**src/rtl/cpu_pkg.sv**
```systemverilog
// Shared pipeline-control definitions.
//   ZERO_REG   : index of the hard-wired zero register
//   RD_MAX_W   : storage width of a register index inside a scoreboard entry
//   sb_entry_t : one in-flight instruction slot {v, rw, ld, rd}
//   action_e   : decode-stage interlock action
package cpu_pkg;

   localparam int unsigned ZERO_REG = 31;

   // Scoreboard entries store indices at this width; narrower REG_W values are zero-extended.
   localparam int unsigned RD_MAX_W = 8;

   typedef struct packed {
      logic                v;   // slot holds a real instruction
      logic                rw;  // instruction writes rd
      logic                ld;  // instruction is a load
      logic [RD_MAX_W-1:0] rd;
   } sb_entry_t;

   typedef enum logic [1:0] {
      ACT_RUN,
      ACT_STALL,
      ACT_FLUSH,
      ACT_HOLD
   } action_e;

endpackage

```
**src/rtl/sat_counter.sv**
```systemverilog
// Saturating up-counter with synchronous reset and clear.
//   clk   : rising-edge clock
//   rst   : synchronous active-high reset (count -> 0)
//   clr   : synchronous clear, wins over en
//   en    : count up by one unless already at LIMIT
//   count : current value
module sat_counter #(
   parameter int unsigned W     = 16,
   parameter logic [W-1:0] LIMIT = {W{1'b1}}
) (
   input  logic         clk,
   input  logic         rst,
   input  logic         clr,
   input  logic         en,
   output logic [W-1:0] count
);

   logic [W-1:0] count_q;

   always_ff @(posedge clk) begin
      if (rst || clr) begin
         count_q <= '0;
      end else if (en && (count_q != LIMIT)) begin
         count_q <= count_q + 1'b1;
      end
   end

   assign count = count_q;

endmodule

```
**src/rtl/id_hazard_ctrl.sv**
```systemverilog
// Decode-stage interlock controller.
// Tracks destinations of instructions in EX/MEM/WB, detects RAW hazards for the
// instruction in ID and drives the IF/ID and ID/EX sequencing controls.
//   clk, rst                       : clock, synchronous active-high reset
//   id_*                           : operand/destination info of the ID instruction
//   branch_taken                   : branch resolved taken in EX
//   ext_hold                       : memory busy, freeze everything
//   pc_write, ifid_write           : advance enables
//   ifid_flush, idex_bubble        : NOP insertion controls
//   stall_count, flush_count       : saturating statistics
//   hazard_timeout                 : sticky flag, PC frozen for too long
// REG_W must not exceed cpu_pkg::RD_MAX_W.
module id_hazard_ctrl #(
   parameter int unsigned REG_W      = 5,
   parameter int unsigned ZERO_REG   = cpu_pkg::ZERO_REG,
   parameter int unsigned FORWARDING = 0,
   parameter int unsigned CNT_W      = 16,
   parameter int unsigned MAX_STALL  = 16
) (
   input  logic             clk,
   input  logic             rst,
   input  logic             id_valid,
   input  logic [REG_W-1:0] id_rn,
   input  logic [REG_W-1:0] id_rm,
   input  logic             id_uses_rn,
   input  logic             id_uses_rm,
   input  logic [REG_W-1:0] id_rd,
   input  logic             id_regwrite,
   input  logic             id_memread,
   input  logic             branch_taken,
   input  logic             ext_hold,
   output logic             pc_write,
   output logic             ifid_write,
   output logic             ifid_flush,
   output logic             idex_bubble,
   output logic [CNT_W-1:0] stall_count,
   output logic [CNT_W-1:0] flush_count,
   output logic             hazard_timeout
);

   import cpu_pkg::*;

   localparam int unsigned         FRZ_W    = $clog2(MAX_STALL + 1);
   localparam logic [RD_MAX_W-1:0] ZERO_IDX = RD_MAX_W'(ZERO_REG);

   sb_entry_t  ex_q, mem_q, wb_q;
   sb_entry_t  id_entry;
   action_e    act;
   logic       hazard;
   logic [FRZ_W-1:0] frz_count;
   logic       timeout_q;

   // With forwarding, only a load in EX can't be bypassed; without it, EX and MEM
   // producers both block. WB needs no check: the register file writes before it reads.
   function automatic logic src_match(input sb_entry_t ex, input sb_entry_t mem,
                                      input logic [RD_MAX_W-1:0] r);
      logic ex_hit;
      logic mem_hit;
      ex_hit  = ex.v & ex.rw & (ex.rd == r) & ((FORWARDING == 0) | ex.ld);
      mem_hit = (FORWARDING == 0) & mem.v & mem.rw & (mem.rd == r);
      return (r != ZERO_IDX) & (ex_hit | mem_hit);
   endfunction

   assign id_entry = '{v: id_valid, rw: id_regwrite, ld: id_memread, rd: RD_MAX_W'(id_rd)};

   always_comb begin
      hazard = id_valid &
               ((id_uses_rn & src_match(ex_q, mem_q, RD_MAX_W'(id_rn))) |
                (id_uses_rm & src_match(ex_q, mem_q, RD_MAX_W'(id_rm))));

      if (rst) begin
         act = ACT_RUN;
      end else if (ext_hold) begin
         act = ACT_HOLD;
      end else if (branch_taken) begin
         act = ACT_FLUSH;
      end else if (hazard) begin
         act = ACT_STALL;
      end else begin
         act = ACT_RUN;
      end

      pc_write    = 1'b1;
      ifid_write  = 1'b1;
      ifid_flush  = 1'b0;
      idex_bubble = 1'b0;
      unique case (act)
         ACT_STALL: begin
            pc_write    = 1'b0;
            ifid_write  = 1'b0;
            idex_bubble = 1'b1;
         end
         ACT_FLUSH: begin
            ifid_flush  = 1'b1;
            idex_bubble = 1'b1;
         end
         ACT_HOLD: begin
            pc_write    = 1'b0;
            ifid_write  = 1'b0;
         end
         default: ;
      endcase
   end

   // Scoreboard shift; frozen while memory holds the pipeline.
   always_ff @(posedge clk) begin
      if (rst) begin
         ex_q  <= '0;
         mem_q <= '0;
         wb_q  <= '0;
      end else if (act != ACT_HOLD) begin
         wb_q  <= mem_q;
         mem_q <= ex_q;
         ex_q  <= (act == ACT_RUN) ? id_entry : '0;
      end
   end

   // WB and MEM.ld are carried for completeness of the pipeline picture only.
   logic unused_sb;
   assign unused_sb = ^{wb_q, mem_q.ld};

   sat_counter #(
      .W     (CNT_W),
      .LIMIT ({CNT_W{1'b1}})
   ) u_stall_cnt (
      .clk   (clk),
      .rst   (rst),
      .clr   (1'b0),
      .en    (act == ACT_STALL),
      .count (stall_count)
   );

   sat_counter #(
      .W     (CNT_W),
      .LIMIT ({CNT_W{1'b1}})
   ) u_flush_cnt (
      .clk   (clk),
      .rst   (rst),
      .clr   (1'b0),
      .en    (act == ACT_FLUSH),
      .count (flush_count)
   );

   sat_counter #(
      .W     (FRZ_W),
      .LIMIT (FRZ_W'(MAX_STALL))
   ) u_frz_cnt (
      .clk   (clk),
      .rst   (rst),
      .clr   (pc_write),
      .en    (~pc_write),
      .count (frz_count)
   );

   // Another frozen cycle with the counter already at the limit would exceed it.
   always_ff @(posedge clk) begin
      if (rst) begin
         timeout_q <= 1'b0;
      end else if (!pc_write && (frz_count == FRZ_W'(MAX_STALL))) begin
         timeout_q <= 1'b1;
      end
   end

   assign hazard_timeout = timeout_q;

endmodule

```
**config.mk**
```make
export PLATFORM = sky130hd
export DESIGN_NAME = id_hazard_ctrl
export DESIGN_NICKNAME = d
export VERILOG_FILES = /design/src/rtl/cpu_pkg.sv /design/src/rtl/sat_counter.sv /design/src/rtl/id_hazard_ctrl.sv
export SDC_FILE = /design/constraint.sdc
export NUM_CORES = 1
export LEC_CHECK = 0
export BUFFER_PORTS_ARGS = -buffer_cell sky130_fd_sc_hd__buf_4
export CORE_ASPECT_RATIO = 0.7
export CORE_MARGIN = 10
export CORE_UTILIZATION = 35
export DETAILED_ROUTE_END_ITERATION = 8
export GPL_ROUTABILITY_DRIVEN = 1
export SLEW_MARGIN = 20
export SYNTH_ARGS = -nofsm -noshare
export SYNTH_HDL_FRONTEND = slang
export SYNTH_SLANG_ARGS = --single-unit
```
**constraint.sdc**
```tcl
create_clock -name clk -period 6.49 [get_ports clk]
set_clock_uncertainty 0.2 [all_clocks]
set_input_delay 0 -clock clk [delete_from_list [all_inputs] [get_ports clk]]
set_output_delay 0 -clock clk [all_outputs]
set_load 0.01 [all_outputs]
```
==> out/summary.txt, run 1 <==
clk_lat worst skew: 0.30 ns
initial cell density of the core: 36.3%
gr ovfl total: 0
vias in the first global route: 2328
htree depth: 2
Die Wd: 124 um
Die Height: 93.0 um
final hold viol count: 0
row cnt: 26
Total GRT Usage: 11.3%
Post-Route WL: 6.60 mm
RD Place Congestion: 0.842
endpoint type of the worst setup path: flip-flop
Hold Crit Depth: 4
WHS Endpoint: u_frz_cnt.count[4]
GR Util met2: 17.0%
CORE AREA: 0.00735 mm^2
Sw Ratio: 24.5%
io pins: 61
number of routed nets with antenna violations: 0
slowest cell on the critical path: ha_1
DP Wirelength: 4.91 mm
final slew viol count: 0
outcome: finished clean
first-pass GRT wire length: 11.3 mm
count leader, synth: dfxtp_1
power density over cell area: 171 mW/mm^2
pin count of the biggest net entering global routing: 57
CP bufs+invs: 1
CTS Buffer Depth: 2
NumNets Final: 411
CTS tree: done
WP data arrival: 3.74 ns
Port Buf Inserts: 59
cell taking the most area after synthesis: dfxtp_1
Post-synth EDFFs: 0
Main synth FF type: dfxtp_1
Hold WS: 0.122 ns
CP cell instances: xor2_1 > nor4_1 > nand4_1 > a211o_1 > a21oi_1 > ha_1 > nor2b_1 > a22oi_1 > nor2_1 > dlygate4sd3_1
Worst-Margin Slew: 0.719 ns
FF-to-FF Start: mem_q[4]
Reg-to-Reg End: ex_q[1]
synthesized area: 0.00267 mm^2
filler instances: 741
drt drc: 0
unrepaired setup endpoints after global routing: no
fin crit period: 3.75 ns
Die Area: 0.0116 mm^2
ys async rst share: 0%
Critical Path Max Stage Delay: 0.66 ns
Worst VDD drop: 0.000103 V
ranking of synthesized cells by area: dfxtp_1, xnor2_1, nor2_1
FF-to-FF setup slack: 2.74 ns
Root Buffer: clkbuf_8
synthesis-stage register bit count: 52
DR WL/cell: 13.8 um
Int Pwr: 0.446 mW
Sink Count: 52
Cell variety after synth: 40
dpl cells: 453
post-synthesis net count: 340
CTS clk-pin slew, worst paths: 0.10 ns
worst-path maximum fanout: 15
Slew headroom: 52.1%
critical path required time: 6.48 ns
most used routing layer: met2
Via density: 4.94
FF/Latch Area: 0.00104 mm^2
register share of total power: 56.2%
synthesis-to-finish area growth: 29.3%
area of the multi-input gates: 0.00155 mm^2
hold wc startpoint: id_uses_rm
met1 global-route usage: 15.3%
R2R depth: 10
Seq/Total Area, Yosys: 39.0%
setup_tns: 0 ns
non-filler cells, final: 478
crit start category: flip-flop
Setup-failing EPs final: 0
drt pass-1 iters: 4
Final period util: 57.8%
Max-Cap Viols: 0
initial antenna violation count: 0
number of diodes: 0
Net Switching: 0.145 mW
area share of the largest cell type after synthesis: 39.0%
CP Class: reg2reg
GRT met3 Usage: 3.84%
Mapped Cells: 308
synth cell count leaders: dfxtp_1, nor2_1, xnor2_1
cell family with most CP delay: compound AO/OA/AOI/OAI gates
HP Class: in2reg
Gate power share: 11.1%
Fmax: 267 MHz
leakage power: 1.29 nW
Post-CTS Setup Inserts: 0
1st-iter DRT viols: 98
DR vias: 2360
synth warn: 0
Mapped Avg Cell Area: 8.66 um^2
Util after Layout: 46.9%
fraction of final layout cells sized beyond drive strength 1: 18.9%
clock power share: 32.6%
Num CTS Buffers: 5
==> power groups by stage <==
| stage | clock, mW | combinational (mW) | sequential [mW] |
|---|---|---|---|
| after floorplan | 0 | 0.0337 | 0.338 |
| after global placement | 0 | 0.0579 | 0.340 |
| after detailed placement | 0 | 0.0587 | 0.340 |
| after CTS | 0.203 | 0.0662 | 0.332 |
| after global routing | 0.216 | 0.0728 | 0.333 |
| final | 0.193 | 0.0658 | 0.332 |
==> registers in the layout, indices dropped and copies added (netlist names) <==
signal and cells:
hazard_timeout 1, u_stall_cnt.count 16, mem_q 7, ex_q 7, u_flush_cnt.count 16, u_frz_cnt.count 5
==> layer usage <==
metal | wire length (um) | vias up
met3 | 407 | 4
met1 | 3400 | 1076
met4 | 27 | 0
met2 | 2760 | 51
met5 | 0 | -
li1 | - | 1229
==> metrics by stage <==
step	worst slack (ns)	total power [mW]	cell area (um^2)
after CTS	2.76	0.602	3450
after global placement	3.31	0.398	3180
after floorplan	3.67	0.372	2670
final	2.74	0.591	3450
after detailed placement	3.29	0.398	3180
after global routing	2.56	0.622	3450
==> area by class of cell <==
cell class | count | area share [%]
Sequential cell | 52 | 30.2
Clock inverter | 2 | 0.435
Inverter | 7 | 0.762
Clock buffer | 6 | 2.39
Tap cell | 98 | 3.55
Timing Repair Buffer | 76 | 17.8
Multi-Input combinational cell | 237 | 44.9
==> logic make-up (layout without fill, tap and decap cells) <==
| family | Yosys count | after routing | share of synthesized area (%) |
|---|---|---|---|
| XOR/XNOR | 46 | 46 | 15.1 |
| AND/OR/NAND/NOR | 127 | 127 | 24.3 |
| flip-flops | 52 | 52 | 39.0 |
| AO/OA/AOI/OAI | 46 | 46 | 11.1 |
| multiplexers | 10 | 10 | 3.75 |
| buffers and inverters | 19 | 91 | 2.91 |
| adder cells (fa/ha/maj) | 8 | 8 | 3.75 |
==> worst max-delay path by stage <==
stage	cells after the start	to	slack [ns]	from
floorplan	12	u_stall_cnt.count[15]	3.67	mem_q[4]
global placement	9	ex_q[1]	3.31	mem_q[4]
detailed placement	11	u_stall_cnt.count[15]	3.29	mem_q[4]
CTS	10	ex_q[4]	2.76	mem_q[4]
global route	10	ex_q[1]	2.56	ex_q[4]
finish	10	ex_q[1]	2.74	mem_q[4]
==> worst min-delay path, stage by stage <==
cell      delay [ns]
buf_4           0.10
o21ai_0         0.08
a211o_1         0.28
a211oi_1        0.11
==> cell usage in the layout, fill, tap and decap left out, types with 3 or more instances in the layout <==
cell           Yosys  final
nand4_1           11     11
a21oi_1           14     14
nor2_1            44     44
buf_4              1     59
xnor2_1           33     33
nor4b_1            3      3
nand2_1           14     14
dlygate4sd3_1      0     17
nand3_1           15     15
clkbuf_8           0      6
a22oi_1            7      7
nor3_1            11     11
o21ai_0            9      9
and4_1             5      5
a211oi_1           8      8
ha_1               8      8
xor2_1            13     13
dfxtp_1           52     52
nor4_1             5      5
or3_1              6      6
mux2i_1           10     10
inv_1              7      7
==> repair_timing <==
action | 4_1_cts | 5_1_grt
hold endpoints to repair | 42 | 0
gates resized for setup | 0 | 0
hold buffers | 17 | 0
(Power assumes the default switching activity.)
==> run 2: changes to the inputs <==
--- a/config.mk
+++ b/config.mk
@@ -5,6 +5,7 @@
 export SDC_FILE = /design/constraint.sdc
 export NUM_CORES = 1
 export LEC_CHECK = 0
+export ABC_AREA = 1
 export BUFFER_PORTS_ARGS = -buffer_cell sky130_fd_sc_hd__buf_4
 export CORE_ASPECT_RATIO = 0.7
 export CORE_MARGIN = 10
==> constraint.sdc (replaced) <==
create_clock -name clk -period 3.44 [get_ports clk]
set_clock_uncertainty 0.2 [all_clocks]
set_input_delay 0 -clock clk [delete_from_list [all_inputs] [get_ports clk]]
set_output_delay 0 -clock clk [all_outputs]
set_load 0.01 [all_outputs]
==> run 2 against run 1 <==
- power up 130%
- non-clock buffer count up 4
- clock power rose to 3.1 times the previous value
- combinational power up 120%
- sequential cell count unchanged
- via count up 25%
- hold slack better by 0.069 ns
- sequential power up 89%
- fmax up 26%
- area after synthesis up 11%
- utilization up 0.86 points
- global-route usage up 1.8 points
- critical endpoint is now ex_q[10]
==> out/summary.txt, run 2 <==
count leader, synth: nand2_1 (was dfxtp_1)
Post-CTS Setup Inserts: 0 (unchanged)
synthesis-to-finish area growth: 30.1% (was 29.3%)
io pins: 61 (unchanged)
number of diodes: 0 (unchanged)
total power: 1.38 mW (was 0.591 mW)
RD Place Congestion: 0.921 (was 0.842)
post-place setup slack: 0.873 ns (was 3.29 ns)
row cnt: 27 (was 26)
Critical Path Max Stage Delay: 0.56 ns (was 0.66 ns)
vias in the first global route: 2791 (was 2328)
dpl cells: 590 (was 453)
setup_tns: 0 ns (unchanged)
Post-synth EDFFs: 0 (unchanged)
initial cell density of the core: 36.7% (was 36.3%)
CTS Buffer Depth: 2 (unchanged)
cell family with most CP delay: simple AND/OR/NAND/NOR gates (was compound AO/OA/AOI/OAI gates)
DP Area: 0.00347 mm^2 (was 0.00318 mm^2)
ys async rst share: 0% (unchanged)
first-pass GRT wire length: 13.7 mm (was 11.3 mm)
drt pass-1 iters: 7 (was 4)
crit start category: flip-flop (unchanged)
fraction of final layout cells sized beyond drive strength 1: 19.2% (was 18.9%)
CTS tree: done (unchanged)
Via density: 4.77 (was 4.94)
NumNets Final: 547 (was 411)
WP data arrival: 3.00 ns (was 3.74 ns)
filler instances: 837 (was 741)
Max-Cap Viols: 0 (unchanged)
Cell variety after synth: 38 (was 40)
DP Wirelength: 6.23 mm (was 4.91 mm)
post-synthesis adder-cell area fraction: 3.39% (was 3.75%)
1st-iter DRT viols: 281 (was 98)
CORE AREA: 0.00804 mm^2 (was 0.00735 mm^2)
synth warn: 0 (unchanged)
CP bufs+invs: 3 (was 1)
post-synthesis simple-gate area fraction: 35.9% (was 24.3%)
WP depth: 16 (was 10)
Mapped Cells: 439 (was 308)
synthesis-stage register bit count: 52 (unchanged)
Num CTS Buffers: 5 (unchanged)
cell taking the most area after synthesis: dfxtp_1 (unchanged)
critical path required time: 3.47 ns (was 6.48 ns)
post-synthesis net count: 471 (was 340)
synthesized area: 0.00295 mm^2 (was 0.00267 mm^2)
area share of the largest cell type after synthesis: 35.3% (was 39.0%)
gr ovfl total: 0 (unchanged)
compound-cell area share of the yosys netlist: 13.3% (was 11.1%)
htree depth: 2 (unchanged)
HP Class: in2reg (unchanged)
unrepaired setup endpoints after global routing: no (unchanged)
Post-Route WL: 8.05 mm (was 6.60 mm)
Seq/Total Area, Yosys: 35.3% (was 39.0%)
power density over cell area: 358 mW/mm^2 (was 171 mW/mm^2)
commonest cells after routing, fill and taps aside: nand2_1, buf_4, inv_1 (was buf_4, dfxtp_1, nor2_1)
ranking of synthesized cells by area: dfxtp_1, nand2_1, inv_1 (was dfxtp_1, xnor2_1, nor2_1)
DR WL/cell: 13.0 um (was 13.8 um)
Main synth FF type: dfxtp_1 (unchanged)
Port Buf Inserts: 59 (unchanged)
XOR/XNOR share of the synthesized area: 1.19% (was 15.1%)
non-filler cells, final: 617 (was 478)
Fmax: 337 MHz (was 267 MHz)
Die Wd: 130 um (was 124 um)
CTS clk-pin slew, worst paths: 0.07 ns (was 0.10 ns)
mux contribution to synthesized area: 0% (was 3.75%)
R2R depth: 16 (was 10)
FF/Latch Area: 0.00104 mm^2 (unchanged)
Die Height: 96.8 um (was 93.0 um)
Util after Layout: 47.8% (was 46.9%)
leakage power: 1.76 nW (was 1.29 nW)
Finished Cell Area: 0.00384 mm^2 (was 0.00345 mm^2)
number of routed nets with antenna violations: 0 (unchanged)
Slew headroom: 64.0% (was 52.1%)
Final period util: 86.3% (was 57.8%)
fin worst setup slack: 0.470 ns (was 2.74 ns)
drt drc: 0 (unchanged)
slowest cell on the critical path: dlygate4sd3_1 (was ha_1)
Mapped Avg Cell Area: 6.72 um^2 (was 8.66 um^2)
Die Area: 0.0126 mm^2 (was 0.0116 mm^2)
Hold WS: 0.191 ns (was 0.122 ns)
area of the multi-input gates: 0.00159 mm^2 (was 0.00155 mm^2)
Hold Crit Depth: 8 (was 4)
fin crit period: 2.97 ns (was 3.75 ns)
initial antenna violation count: 0 (unchanged)
Total GRT Usage: 13.0% (was 11.3%)
pin count of the biggest net entering global routing: 22 (was 57)
CP Class: reg2reg (unchanged)
Setup-failing EPs final: 0 (unchanged)
CP cell instances: o21ai_0 > nor2_1 > nand3_1 > nand2_1 > nand2_1 > nand2_1 > nand2_1 > nand2_2 > nand2_4 > inv_1 > ha_1 > buf_4 > nor2_2 > nand2_1 > a21oi_1 > dlygate4sd3_1 (was xor2_1 > nor4_1 > nand4_1 > a211o_1 > a21oi_1 > ha_1 > nor2b_1 > a22oi_1 > nor2_1 > dlygate4sd3_1)
Worst VDD drop: 0.000159 V (was 0.000103 V)
Root Buffer: clkbuf_16 (was clkbuf_8)
clk_lat worst skew: 0.29 ns (was 0.30 ns)
most used cell, CP: nand2_1
worst-path maximum fanout: 21 (was 15)
commonest non-fill, non-tap cell in the layout: nand2_1 (was buf_4)
synth cell count leaders: nand2_1, inv_1, dfxtp_1 (was dfxtp_1, nor2_1, xnor2_1)
Sink Count: 52 (unchanged)
final slew viol count: 0 (unchanged)
outcome: finished clean (unchanged)
Worst-Margin Slew: 0.539 ns (was 0.719 ns)
DR vias: 2942 (was 2360)
endpoint type of the worst setup path: flip-flop (unchanged)
largest family of logic cells by synthesized area: simple AND/OR/NAND/NOR gates (unchanged)
final hold viol count: 0 (unchanged)
[run 2: cell types whose count changed after synthesis, sizes merged, moves of 8 or more]
cell | previous run | this run
a21oi | 14 | 38
inv | 7 | 65
mux2i | 10 | 0
nand2 | 14 | 123
o21ai | 9 | 26
or3 | 8 | 0
xnor2 | 33 | 1
xor2 | 13 | 3
[run 2: routing by layer]
| layer | GRT usage, % | part of all wire [%] | wire length [um] |
|---|---|---|---|
| met5 | 0 | 0 | 0 |
| met1 | 18.2 | 51 | 4130 |
| met4 | 3.17 | 0.85 | 68 |
| met2 | 19.3 | 43 | 3430 |
| met3 | 3.43 | 5.1 | 410 |
[run 2: where the power goes]
group	internal, mW	total [mW]	switching (mW)
Sequential	0.614	0.627	0.0123
Combinational	0.0668	0.148	0.0813
Clock	0.383	0.602	0.218
Total	1.06	1.38	0.312
[run 2: final timing paths]
kind / slack [ns] / end / startpoint
setup reg to reg: 0.47 / ex_q[10] / mem_q[2]
hold / removal: 0.19 / u_frz_cnt.count[4] / id_uses_rm
hold reg to reg: 0.27 / u_flush_cnt.count[15] / u_flush_cnt.count[15]
setup / recovery: 0.47 / ex_q[10] / mem_q[2]
[run 2: final cells by class]
class                   instances  area share, %
clock buffers                   7           3.97
well taps                     101           3.29
flip-flops and latches         52           27.1
inverters                      67           6.61
multi-input cells             309           41.4
repair buffers                 80           16.9
clock inverters                 1          0.782
[run 2: what timing repair did]
action                     4_1_cts  5_1_grt
setup endpoints to repair        0        7
resized for setup                0        1
hold buffers                    19        0
hold endpoints to repair        23        0
[run 2: logic make-up (layout without fill, tap and decap cells)]
group / count (synthesis) / in the layout
and+or+nand+nor: 224 / 224
buffers and inverters: 78 / 155
AOI/OAI and AO/OA: 73 / 73
DFF: 52 / 52
adders and majority gates: 8 / 8
xor gates and xnor gates: 4 / 4
[run 2: worst reg2reg max path: cells and delay by family (launching register included)]
kind                       cells  cell delay, ns
AOI/OAI and AO/OA              2            0.41
DFF                            1            0.32
and+or+nand+nor               10            0.95
adders and majority gates      1            0.19
buffers and inverters          3            0.84
==> run 3: changes to the inputs <==
--- a/config.mk
+++ b/config.mk
@@ -9,9 +9,10 @@
 export BUFFER_PORTS_ARGS = -buffer_cell sky130_fd_sc_hd__buf_4
 export CORE_ASPECT_RATIO = 0.7
 export CORE_MARGIN = 10
-export CORE_UTILIZATION = 35
+export CORE_UTILIZATION = 55
 export DETAILED_ROUTE_END_ITERATION = 8
 export GPL_ROUTABILITY_DRIVEN = 1
+export PLACE_DENSITY = 0.8
 export SLEW_MARGIN = 20
 export SYNTH_ARGS = -nofsm -noshare
 export SYNTH_HDL_FRONTEND = slang
==> constraint.sdc (replaced) <==
create_clock -name clk -period 3.1 [get_ports clk]
set_clock_uncertainty 0.2 [all_clocks]
set_input_delay 0 -clock clk [delete_from_list [all_inputs] [get_ports clk]]
set_output_delay 0 -clock clk [all_outputs]
set_load 0.01 [all_outputs]
==> run 3 against run 2 <==
- via count is 0.27% higher
- wire length is 9.4% lower
- count of clock-buffer cells in the layout stayed put
- die area is 30% lower
- final area is 2.3% lower
- hold slack worse by 0.025 ns
- sequential power is 11% higher
- power is 0.12% lower
- combinational power is 10% higher
- clock power is 14% lower
- global-route usage is 3.9 points higher
- sequential cell count stayed put
- largest cell class unchanged
- largest power group unchanged
- highest routed layer unchanged
==> out/summary.txt, run 3 (synthesis results as in run 2) <==
CP Class: reg2reg (unchanged)
worst-path maximum fanout: 8 (was 21)
fin crit period: 2.88 ns (was 2.97 ns)
critical path required time: 3.15 ns (was 3.47 ns)
1st-iter DRT viols: 154 (was 281)
Root Buffer: clkbuf_8 (was clkbuf_16)
io pins: 61 (unchanged)
drt drc: 0 (unchanged)
Post-Route WL: 7.29 mm (was 8.05 mm)
clock power share: 37.6% (was 43.7%)
Total GRT Usage: 16.9% (was 13.0%)
Sw Ratio: 24.3% (was 22.7%)
dpl cells: 561 (was 590)
pin count of the biggest net entering global routing: 21 (was 22)
slowest cell on the critical path: dlygate4sd3_1 (unchanged)
outcome: finished clean (unchanged)
Die Area: 0.00874 mm^2 (was 0.0126 mm^2)
number of routed nets with antenna violations: 0 (unchanged)
htree depth: 2 (unchanged)
commonest cells after routing, fill and taps aside: nand2_1, inv_1, buf_4 (was nand2_1, buf_4, inv_1)
vias in the first global route: 2817 (was 2791)
initial cell density of the core: 56.4% (was 36.7%)
power density over cell area: 366 mW/mm^2 (was 358 mW/mm^2)
synthesis-to-finish area growth: 27.1% (was 30.1%)
Die Height: 81.3 um (was 96.8 um)
CTS Buffer Depth: 2 (unchanged)
first-pass GRT wire length: 12.5 mm (was 13.7 mm)
Num CTS Buffers: 5 (unchanged)
Via density: 5.02 (was 4.77)
Max-Cap Viols: 0 (unchanged)
Fmax: 347 MHz (was 337 MHz)
row cnt: 22 (was 27)
CTS clk-pin slew, worst paths: 0.09 ns (was 0.07 ns)
crit start category: flip-flop (unchanged)
leakage power: 1.73 nW (was 1.76 nW)
NumNets Final: 547 (unchanged)
Die Wd: 108 um (was 130 um)
number of diodes: 0 (unchanged)
WP data arrival: 2.93 ns (was 3.00 ns)
DP Wirelength: 5.41 mm (was 6.23 mm)
endpoint type of the worst setup path: flip-flop (unchanged)
RD Place Congestion: 0.933 (was 0.921)
fraction of final layout cells sized beyond drive strength 1: 19.2% (unchanged)
Gate power share: 11.9% (was 10.8%)
drt pass-1 iters: 4 (was 7)
CORE AREA: 0.00523 mm^2 (was 0.00804 mm^2)
final slew viol count: 0 (unchanged)
commonest non-fill, non-tap cell in the layout: nand2_1 (unchanged)
Slew headroom: 68.9% (was 64.0%)
most used cell, CP: nand2_1 (unchanged)
setup_tns: 0 ns (unchanged)
HP Class: in2reg (unchanged)
Int Pwr: 1.04 mW (was 1.06 mW)
Setup-failing EPs final: 0 (unchanged)
Final period util: 92.9% (was 86.3%)
gr ovfl total: 0 (unchanged)
Net Switching: 0.333 mW (was 0.312 mW)
non-filler cells, final: 588 (was 617)
Worst-Margin Slew: 0.466 ns (was 0.539 ns)
DR vias: 2950 (was 2942)
DR WL/cell: 12.4 um (was 13.0 um)
final hold viol count: 0 (unchanged)
clk_lat worst skew: 0.30 ns (was 0.29 ns)
Port Buf Inserts: 59 (unchanged)
unrepaired setup endpoints after global routing: no (unchanged)
initial antenna violation count: 0 (unchanged)
Critical Path Max Stage Delay: 0.57 ns (was 0.56 ns)
CTS tree: done (unchanged)
Worst VDD drop: 0.000195 V (was 0.000159 V)
Sink Count: 52 (unchanged)
CP cell instances: nand2_1 > o21ai_0 > nor2_1 > nand3_1 > nand2_1 > nand2_1 > nand2_1 > nand2_1 > nand2_2 > nand2_4 > inv_1 > ha_1 > nor2_2 > nand2_1 > a21oi_1 > dlygate4sd3_1 (was o21ai_0 > nor2_1 > nand3_1 > nand2_1 > nand2_1 > nand2_1 > nand2_1 > nand2_2 > nand2_4 > inv_1 > ha_1 > buf_4 > nor2_2 > nand2_1 > a21oi_1 > dlygate4sd3_1)
register share of total power: 50.5% (was 45.5%)
[run 3: cell count changes in the layout (fill, tap and decap cells not counted)]
cell and delta:
buf_4 -1, clkbuf_16 -5, clkbuf_8 +5, buf_6 +1
[run 3: final cells by class]
type	count	area [um^2]
multi-input cells	309	1590
fillers	449	1480
flip-flops and latches	52	1040
repair buffers	80	652
inverters	67	254
clock buffers	7	96.3
well taps	72	90.1
clock inverters	1	30.0
[run 3: per-layer routing]
layer  share of wire [%]  track usage [%]
met5                   0                0
met1                  47             20.5
met3                 6.7             4.90
met2                  46             28.6
met4                0.52             5.32
[run 3: repair_timing]
action                                  4_1_cts  5_1_grt
endpoints found under the setup margin        0        7
hold buffers                                 19        0
hold endpoints to repair                     23        0
resized for setup                             0        2
buffers inserted                              0        0
[run 3: worst max-delay path: cells and delay by family (launching register included)]
family | cells | cell delay [ns]
fa+ha+maj | 1 | 0.23
flops | 1 | 0.41
buf+inv | 2 | 0.65
simple gates | 11 | 1.12
compound gates | 2 | 0.22
[run 3: per-stage QoR]
stage	area, um^2	power [mW]	utilization (%)	setup WS (ns)	hold WS (ns)
floorplan	2950	0.797	-	0.976	-0.0556
global placement	3430	0.850	65.6	0.616	0.0541
detailed placement	3430	0.853	65.6	0.553	0.0685
CTS	3750	1.38	71.6	0.163	0.159
global route	3750	1.43	71.7	0.00658	0.207
finish	3750	1.37	71.7	0.219	0.167
[run 3: path summary, 6_finish.rpt]
| kind | to | from | cells after the start | slack [ns] |
|---|---|---|---|---|
| worst min-delay path | u_frz_cnt.count[4] | id_uses_rm | 8 | 0.17 |
| worst max-delay path | ex_q[0] | ex_q[3] | 16 | 0.22 |
| worst max register to register | ex_q[0] | ex_q[3] | 16 | 0.22 |
| worst min register to register | hazard_timeout | hazard_timeout | 2 | 0.27 |
[run 3: power by group through the flow]
stage	Sequential, mW	Combinational [mW]	Clock (mW)
after floorplan	0.709	0.0882	0
after global placement	0.709	0.141	0
after detailed placement	0.710	0.143	0
after CTS	0.694	0.161	0.524
after global routing	0.697	0.185	0.550
final	0.695	0.163	0.517
